--- src/rtl/cmplxmult_pipe.sv ---
// cmplxmult_pipe: 3-stage pipelined fixed-point complex multiplier with optional conjugate, rounding and saturation
//   clk, reset               rising-edge clock, synchronous active-high reset
//   real_a/img_a/real_b/img_b operands (signed, FRAC_BITS fractional bits), conj_b/round_en mode bits
//   in_valid/in_ready         input handshake
//   real_prod/img_prod/ovf    registered product and per-word saturation flag
//   out_valid/out_ready       output handshake
//   ovf_sticky/ovf_clear      accumulated saturation flag and its clear
module cmplxmult_pipe #(
   parameter int BIT_WIDTH = 16,
   parameter int FRAC_BITS = 15
) (
   input  logic                 clk,
   input  logic                 reset,
   input  logic [BIT_WIDTH-1:0] real_a,
   input  logic [BIT_WIDTH-1:0] img_a,
   input  logic [BIT_WIDTH-1:0] real_b,
   input  logic [BIT_WIDTH-1:0] img_b,
   input  logic                 conj_b,
   input  logic                 round_en,
   input  logic                 in_valid,
   output logic                 in_ready,
   output logic [BIT_WIDTH-1:0] real_prod,
   output logic [BIT_WIDTH-1:0] img_prod,
   output logic                 out_valid,
   input  logic                 out_ready,
   output logic                 ovf,
   output logic                 ovf_sticky,
   input  logic                 ovf_clear
);
   localparam int W  = BIT_WIDTH;
   localparam int PW = 2 * W;
   localparam int SW = 2 * W + 2;
   localparam logic signed [SW-1:0] HALF = SW'(1) << (FRAC_BITS - 1);
   localparam logic signed [SW-1:0] MAXV = (SW'(1) << (W - 1)) - SW'(1);
   localparam logic signed [SW-1:0] MINV = ~MAXV;
   logic                   advance, v1, v2, conj1, rnd1, conj2, rnd2;
   logic signed [W-1:0]    ra, ia, rb, ib;
   logic signed [PW-1:0]   p_rr, p_ii, p_ri, p_ir;
   logic signed [SW-1:0]   bias, re_sum, im_sum, re_sh, im_sh;
   logic                   re_hi, re_lo, im_hi, im_lo, clip;
   logic [W-1:0]           re_sat, im_sat;
   // the whole pipeline freezes while the output word is waiting on the consumer
   assign advance  = !out_valid | out_ready;
   assign in_ready = advance;
   // conjugate form subtracts ra*ib instead of negating img_b, so the most negative img_b stays exact
   always_comb begin
      bias   = rnd2 ? HALF : '0;
      re_sum = (conj2 ? SW'(p_rr) + SW'(p_ii) : SW'(p_rr) - SW'(p_ii)) + bias;
      im_sum = (conj2 ? SW'(p_ir) - SW'(p_ri) : SW'(p_ri) + SW'(p_ir)) + bias;
      re_sh  = re_sum >>> FRAC_BITS;
      im_sh  = im_sum >>> FRAC_BITS;
      re_hi  = re_sh > MAXV;
      re_lo  = re_sh < MINV;
      im_hi  = im_sh > MAXV;
      im_lo  = im_sh < MINV;
      clip   = re_hi | re_lo | im_hi | im_lo;
      re_sat = re_hi ? MAXV[W-1:0] : re_lo ? MINV[W-1:0] : re_sh[W-1:0];
      im_sat = im_hi ? MAXV[W-1:0] : im_lo ? MINV[W-1:0] : im_sh[W-1:0];
   end
   // operand and product registers carry no reset; their valid bits qualify them
   always_ff @(posedge clk) begin
      if (advance) begin
         ra    <= real_a;
         ia    <= img_a;
         rb    <= real_b;
         ib    <= img_b;
         conj1 <= conj_b;
         rnd1  <= round_en;
         p_rr  <= PW'(ra) * PW'(rb);
         p_ii  <= PW'(ia) * PW'(ib);
         p_ri  <= PW'(ra) * PW'(ib);
         p_ir  <= PW'(ia) * PW'(rb);
         conj2 <= conj1;
         rnd2  <= rnd1;
      end
   end
   always_ff @(posedge clk) begin
      if (reset) begin
         v1        <= 1'b0;
         v2        <= 1'b0;
         out_valid <= 1'b0;
         ovf       <= 1'b0;
         real_prod <= '0;
         img_prod  <= '0;
      end else if (advance) begin
         v1        <= in_valid;
         v2        <= v1;
         out_valid <= v2;
         ovf       <= v2 & clip;
         if (v2) begin
            real_prod <= re_sat;
            img_prod  <= im_sat;
         end
      end
   end
   // a saturating load in the same cycle as ovf_clear keeps the flag set
   always_ff @(posedge clk) begin
      if (reset) ovf_sticky <= 1'b0;
      else if (advance & v2 & clip) ovf_sticky <= 1'b1;
      else if (ovf_clear) ovf_sticky <= 1'b0;
   end
endmodule

--- config.mk ---
export PLATFORM = sky130hd
export DESIGN_NAME = cmplxmult_pipe
export DESIGN_NICKNAME = d
export VERILOG_FILES = /design/src/rtl/cmplxmult_pipe.sv
export SDC_FILE = /design/constraint.sdc
export NUM_CORES = 2
export LEC_CHECK = 0
export BUFFER_PORTS_ARGS = -buffer_cell sky130_fd_sc_hd__buf_4
export CAP_MARGIN = 5
export CORE_UTILIZATION = 25
export DETAILED_ROUTE_END_ITERATION = 16
export HOLD_SLACK_MARGIN = 0.02
export SLEW_MARGIN = 40
export SYNTH_ARGS = -nofsm -noshare
export SYNTH_HDL_FRONTEND = slang
export SYNTH_SLANG_ARGS = --single-unit
--- constraint.sdc ---
create_clock -name clk -period 7.9 [get_ports clk]
set_input_delay 1.58 -clock clk [delete_from_list [all_inputs] [get_ports clk]]
set_output_delay 1.58 -clock clk [all_outputs]
set_load 0.05 [all_outputs]
Yosys cells after proc, flatten, opt, wreduce, memory -nomap -nowiden
Cells that the tools add are included.
{"block": "op_classes", "eq_ne": 0, "reduce_logical": 3, "addsub": 6, "div": 0, "muxes": 9, "n_mul": 4, "bitwise_logic": 7, "magnitude_cmp": 4, "n_shift": 0}
{"cell": "multiplier 16 x 16 -> 32 bit", "n": 4}
{"cell": "adder 34 x 16 -> 34 bit", "n": 2}
{"cell": "2-to-1 mux 34 bit", "n": 2}
{"cell": "adder 32 x 32 -> 33 bit", "n": 2}
{"cell": "subtractor 32 x 32 -> 33 bit", "n": 2}
{"cell": "2-to-1 mux 16 bit", "n": 4}
{"cell": "> comparator 19 x 16 -> 1 bit, second input constant", "n": 2}
{"cell": "< comparator 19 x 16 -> 1 bit, second input constant", "n": 2}
{"cell": "2-to-1 mux 15 bit", "n": 1}
{"cell": "bitwise OR 1 bit", "n": 4}
{"cell": "bitwise AND 1 bit", "n": 3}
{"cell": "2-to-1 mux 1 bit", "n": 2}
{"cell": "AND reduction 2 bit", "n": 1}
{"cell": "nonzero test 2 bit", "n": 1}
{"cell": "zero test 1 bit", "n": 1}
{"block": "word_totals", "latchBits": 0, "ramBits": 0, "reg_bits": 233, "mem_bits_ro": 0, "mem_count": 0, "inputBits": 71, "output_inout_bits": 36}

Longest topological paths before layout
{"block": "logic_depth", "ltp_word": 9, "depth_mapped": 26, "depth_no_buf": 25}

Worst setup path before layout
OpenSTA, ideal clock, no wires.
{"block": "synth_path", "kind": "input -> output", "start": "input port out_ready", "end": "output port in_ready", "path_stages": 2, "arrival_time_ps": 5787, "path_slack_ps": 533, "path_buffers": 0, "path_cell_list": "nor2b_1 > inv_1"}
{"block": "synth_via", "elab_chain_cells": 1}
{"element": "from (decl)", "line": "25", "source": "input logic out_ready,"}
{"element": "bitwise OR 1 bit", "line": "43", "source": "assign advance = !out_valid | out_ready;"}
{"element": "to (decl)", "line": "21", "source": "output logic in_ready,"}
Every way passes these cells.

Final worst setup path
{"block": "layout_path", "start": "register ra[9]", "end": "register p_ri[31], data pin"}
{"block": "layout_via", "elab_chain_cells": 1}
{"element": "from (decl)", "line": "37", "source": "logic signed [W-1:0] ra, ia, rb, ib;"}
{"element": "from (signal assigned)", "line": "63", "source": "ra <= real_a;"}
{"element": "multiplier 16 x 16 -> 32 bit", "line": "71", "source": "p_ri <= PW'(ra) * PW'(ib);"}
{"element": "to (signal assigned)", "line": "71"}
{"element": "to (decl)", "line": "38", "source": "logic signed [PW-1:0] p_rr, p_ii, p_ri, p_ir;"}
Every way passes these cells.
A chain may end at the register's enable or synchronous reset.

==> metrics.yaml <==
logic_synthesis:
  ys_dominant_reg_cell: "edfxtp_1"
  ys_ff_latch: 233
  synth.yosys.warnings: 0
  synth_area_mm2: 0.05193
  synth.most_common_cell: "inv_1"
  yosysTopAreaCellShare: 0.4040
  syn_nets: 7036
  yosys.area.top_type: "fa_1"
  syn_avg_cell_area_um2: 9.404
  synth_edf_count: 196
  synthTopCellsByArea: "fa_1, edfxtp_1, ha_1, inv_1, and2_1"
  yosysSeqAreaShare: 0.1276
  syn_inst: 5522
  synth_cell_types: 85
  async_flop_share: 0
  ys_top_cells_by_count: "inv_1, fa_1, nand2_1, and2_1, ha_1"
clock_network:
  cts-root-buf: "clkbuf_16"
  cts.hold.buffers_added: 0
  cts.sinks: 233
  post-cts-setup-buffers: 0
  cts_resized: 0
  htreeDepth: 2
  clk_pin_slew_ns: 0.06
  cts_tree: "done"
  clk_latency_ns: 0.67
  cts_made_buffers: 37
  cts.path.max_buffers: 3
worst_setup_path:
  path_buf_inv: 3
  slowest_delay_ns: 0.87
  slowest_stage: "edfxtp_1"
  worst_setup_path_end_kind: "flip-flop"
  crit_cells: 22
  crit_required_ns: 8.28
  crit_fanout: 19
  r2r-end: "p_ri[31]$_DFFE_PN_"
  r2r-start: "ra[9]$_DFFE_PN_"
  reg2reg_slack_ns: 0.36
  worstSetupStartpointType: "flip-flop"
  timing.critical_path.mode_cell: "fa_1"
  ff2ff_path_depth: 22
  criticalPathCategory: "reg -> reg"
  cpLargestDelayFamily: "adder cells"
  cp.arrival_ns: 7.92
  worstPathCellList: "nand2_1, fa_1, inv_1, fa_1, fa_1, fa_1, inv_1, fa_1, inv_1, fa_1, ha_1, a21o_1, a21o_1, a21oi_1, nor2b_1, a211oi_1, o211ai_1, a31o_2, o41ai_1, o21bai_1, a21oi_1, xnor2_1"
route:
  via_count: 37480
  totalWireLength_um: 147900
  drt_iter0_markers: 2431
  ant_nets: 0
  wl_per_cell_um: 17.79
  drt_pass1_iterations: 6
  drc_errors: 0
  viasPerCell: 4.510
sta:
  tns_ns: 0
  worst_slew_pin_slew_ns: 0.8656
  rsz0062_at_grt: "no"
  maxSlewHeadroom: 0.4188
  min_period_ns: 7.539
  setup_viol: 0
  final_max_slew_viol_count: 0
  skew_ns: 0.04406
  max_freq_mhz: 132.6
  period_share: 0.9543
  finalHoldViolCount: 0
  fin_ws_ns: 0.3610
min_path:
  worst_hold_path_type: "reg -> reg"
  min_from: "conj1$_DFFE_PN_"
  holdPathEnd: "conj2$_DFFE_PN_"
  whs_path_depth: 0
place:
  place_ws_ns: 0.4541
  io_buffers: 106
  dp_hpwl_um: 122800
  gp_congestion: 0.8932
final_layout:
  final_nets: 7104
  drive_above_1_share: 0.06817
  area_delta_synth_final_pct: 11.39
die:
  die_x_um: 457.8
  die_area_mm2: 0.2095
  rows: 166
  start_util: 0.2528
  die_y_um: 457.8
  pin_count: 107
  core_area_mm2: 0.2054
grt:
  grt_max_degree: 62
  grt_overflow: 0
  antenna_found_initial: 16
  grt_pass1_wl_um: 231100
  grt_pass1_vias: 39853
  grt_util_all_layers: 0.1432
status:
  outcome: "finished clean"
job:
  cap_violations: 0
-- cells in the final DEF (no fill, tap or decap), types with 7 or more instances in the layout --
cell type	instances
o21ai_0	86
nor2b_1	23
nand2_1	688
and2_1	419
a311oi_1	9
a21oi_1	172
and4_1	7
dfxtp_1	37
o31ai_1	9
a31oi_1	31
and3_1	24
clkbuf_16	37
nand3_1	46
xor2_1	74
fa_1	1048
or3_1	21
nand4_1	16
ha_1	391
edfxtp_1	196
nor2_1	162
nor3_1	64
nor4_1	15
inv_1	1181
xnor2_1	179
nand2b_1	70
buf_6	18
o21bai_1	29
buf_4	234
a211oi_2	14
o211ai_1	15
a21o_1	54
a211oi_1	41
a31o_2	8
nor3b_1	9
o21a_1	25
or2_2	11
-- worst reg2reg max path, cell delays in order, from the launching register on --
cell and delay, ns:
edfxtp_1 0.87, nand2_1 0.19, fa_1 0.54, inv_1 0.06
fa_1 0.45, fa_1 0.53, fa_1 0.56, inv_1 0.05
fa_1 0.48, inv_1 0.05, fa_1 0.43, ha_1 0.36
a21o_1 0.21, a21o_1 0.17, a21oi_1 0.18, nor2b_1 0.07
a211oi_1 0.72, o211ai_1 0.24, a31o_2 0.32, o41ai_1 0.39
o21bai_1 0.11, a21oi_1 0.18, xnor2_1 0.10
-- stage by stage --
| step | cells | util | hold WS (ns) | area, µm² |
|---|---|---|---|---|
| finish | 8311 | 0.2816 | 0.4198 | 57840 |
| floorplan | 5522 | - | 0.4003 | 51930 |
| global route | 8307 | 0.2815 | 0.4421 | 57830 |
| detailed placement | 8231 | 0.2747 | 0.4082 | 56430 |
| CTS | 8298 | 0.2810 | 0.4229 | 57720 |
| global placement | 8219 | 0.2739 | 0.4070 | 56270 |
-- cell type report --
class	instances	area (µm²)
Timing Repair Buffer	258	2074
Fill cell	21487	147600
Sequential cell	233	6626
Inverter	1182	4444
Antenna cell	5	12.51
Tap cell	2688	3363
Clock buffer	38	929.6
Multi-Input combinational cell	3878	40030
Clock inverter	29	365.4
-- logic make-up (layout without fill, tap and decap cells) --
group,Yosys count,count (layout),share of synthesized area
muxes,7,7,0.001470
adders and majority gates,1443,1443,0.4992
DFF,233,233,0.1276
xor gates and xnor gates,256,256,0.04318
buffers and inverters,1411,1507,0.1025
other,0,5,0
and+or+nand+nor,1605,1605,0.1527
AOI/OAI and AO/OA,567,567,0.07337
-- worst max path at each step --
stage / startpoint / to
after detailed placement: rb[1]$_DFFE_PN_ / p_ir[28]$_DFFE_PN_
final: ra[9]$_DFFE_PN_ / p_ri[31]$_DFFE_PN_
after global placement: ra[10]$_DFFE_PN_ / p_rr[31]$_DFFE_PN_
after global routing: ra[10]$_DFFE_PN_ / p_ri[31]$_DFFE_PN_
after floorplan: out_ready / in_ready
after CTS: rb[1]$_DFFE_PN_ / p_ir[28]$_DFFE_PN_
-- layer usage --
metal / vias up / GRT usage / share of wire
met5: - / 0 / 0.00024
met4: 6 / 0.05030 / 0.035
met3: 205 / 0.02282 / 0.060
met2: 1055 / 0.2372 / 0.47
met1: 19102 / 0.1881 / 0.43
li1: 17112 / - / -
-- registers in the layout, indices dropped and copies added, names as in the netlist, 16 cells and up --
signal / flops
ra: 16
p_ii: 32
ib: 16
p_ir: 32
rb: 16
real_prod: 16
p_rr: 32
img_prod: 16
ia: 16
p_ri: 32
Power is not shown: default switching activity piles up to over one toggle a cycle in this logic, so the estimate is an artifact.
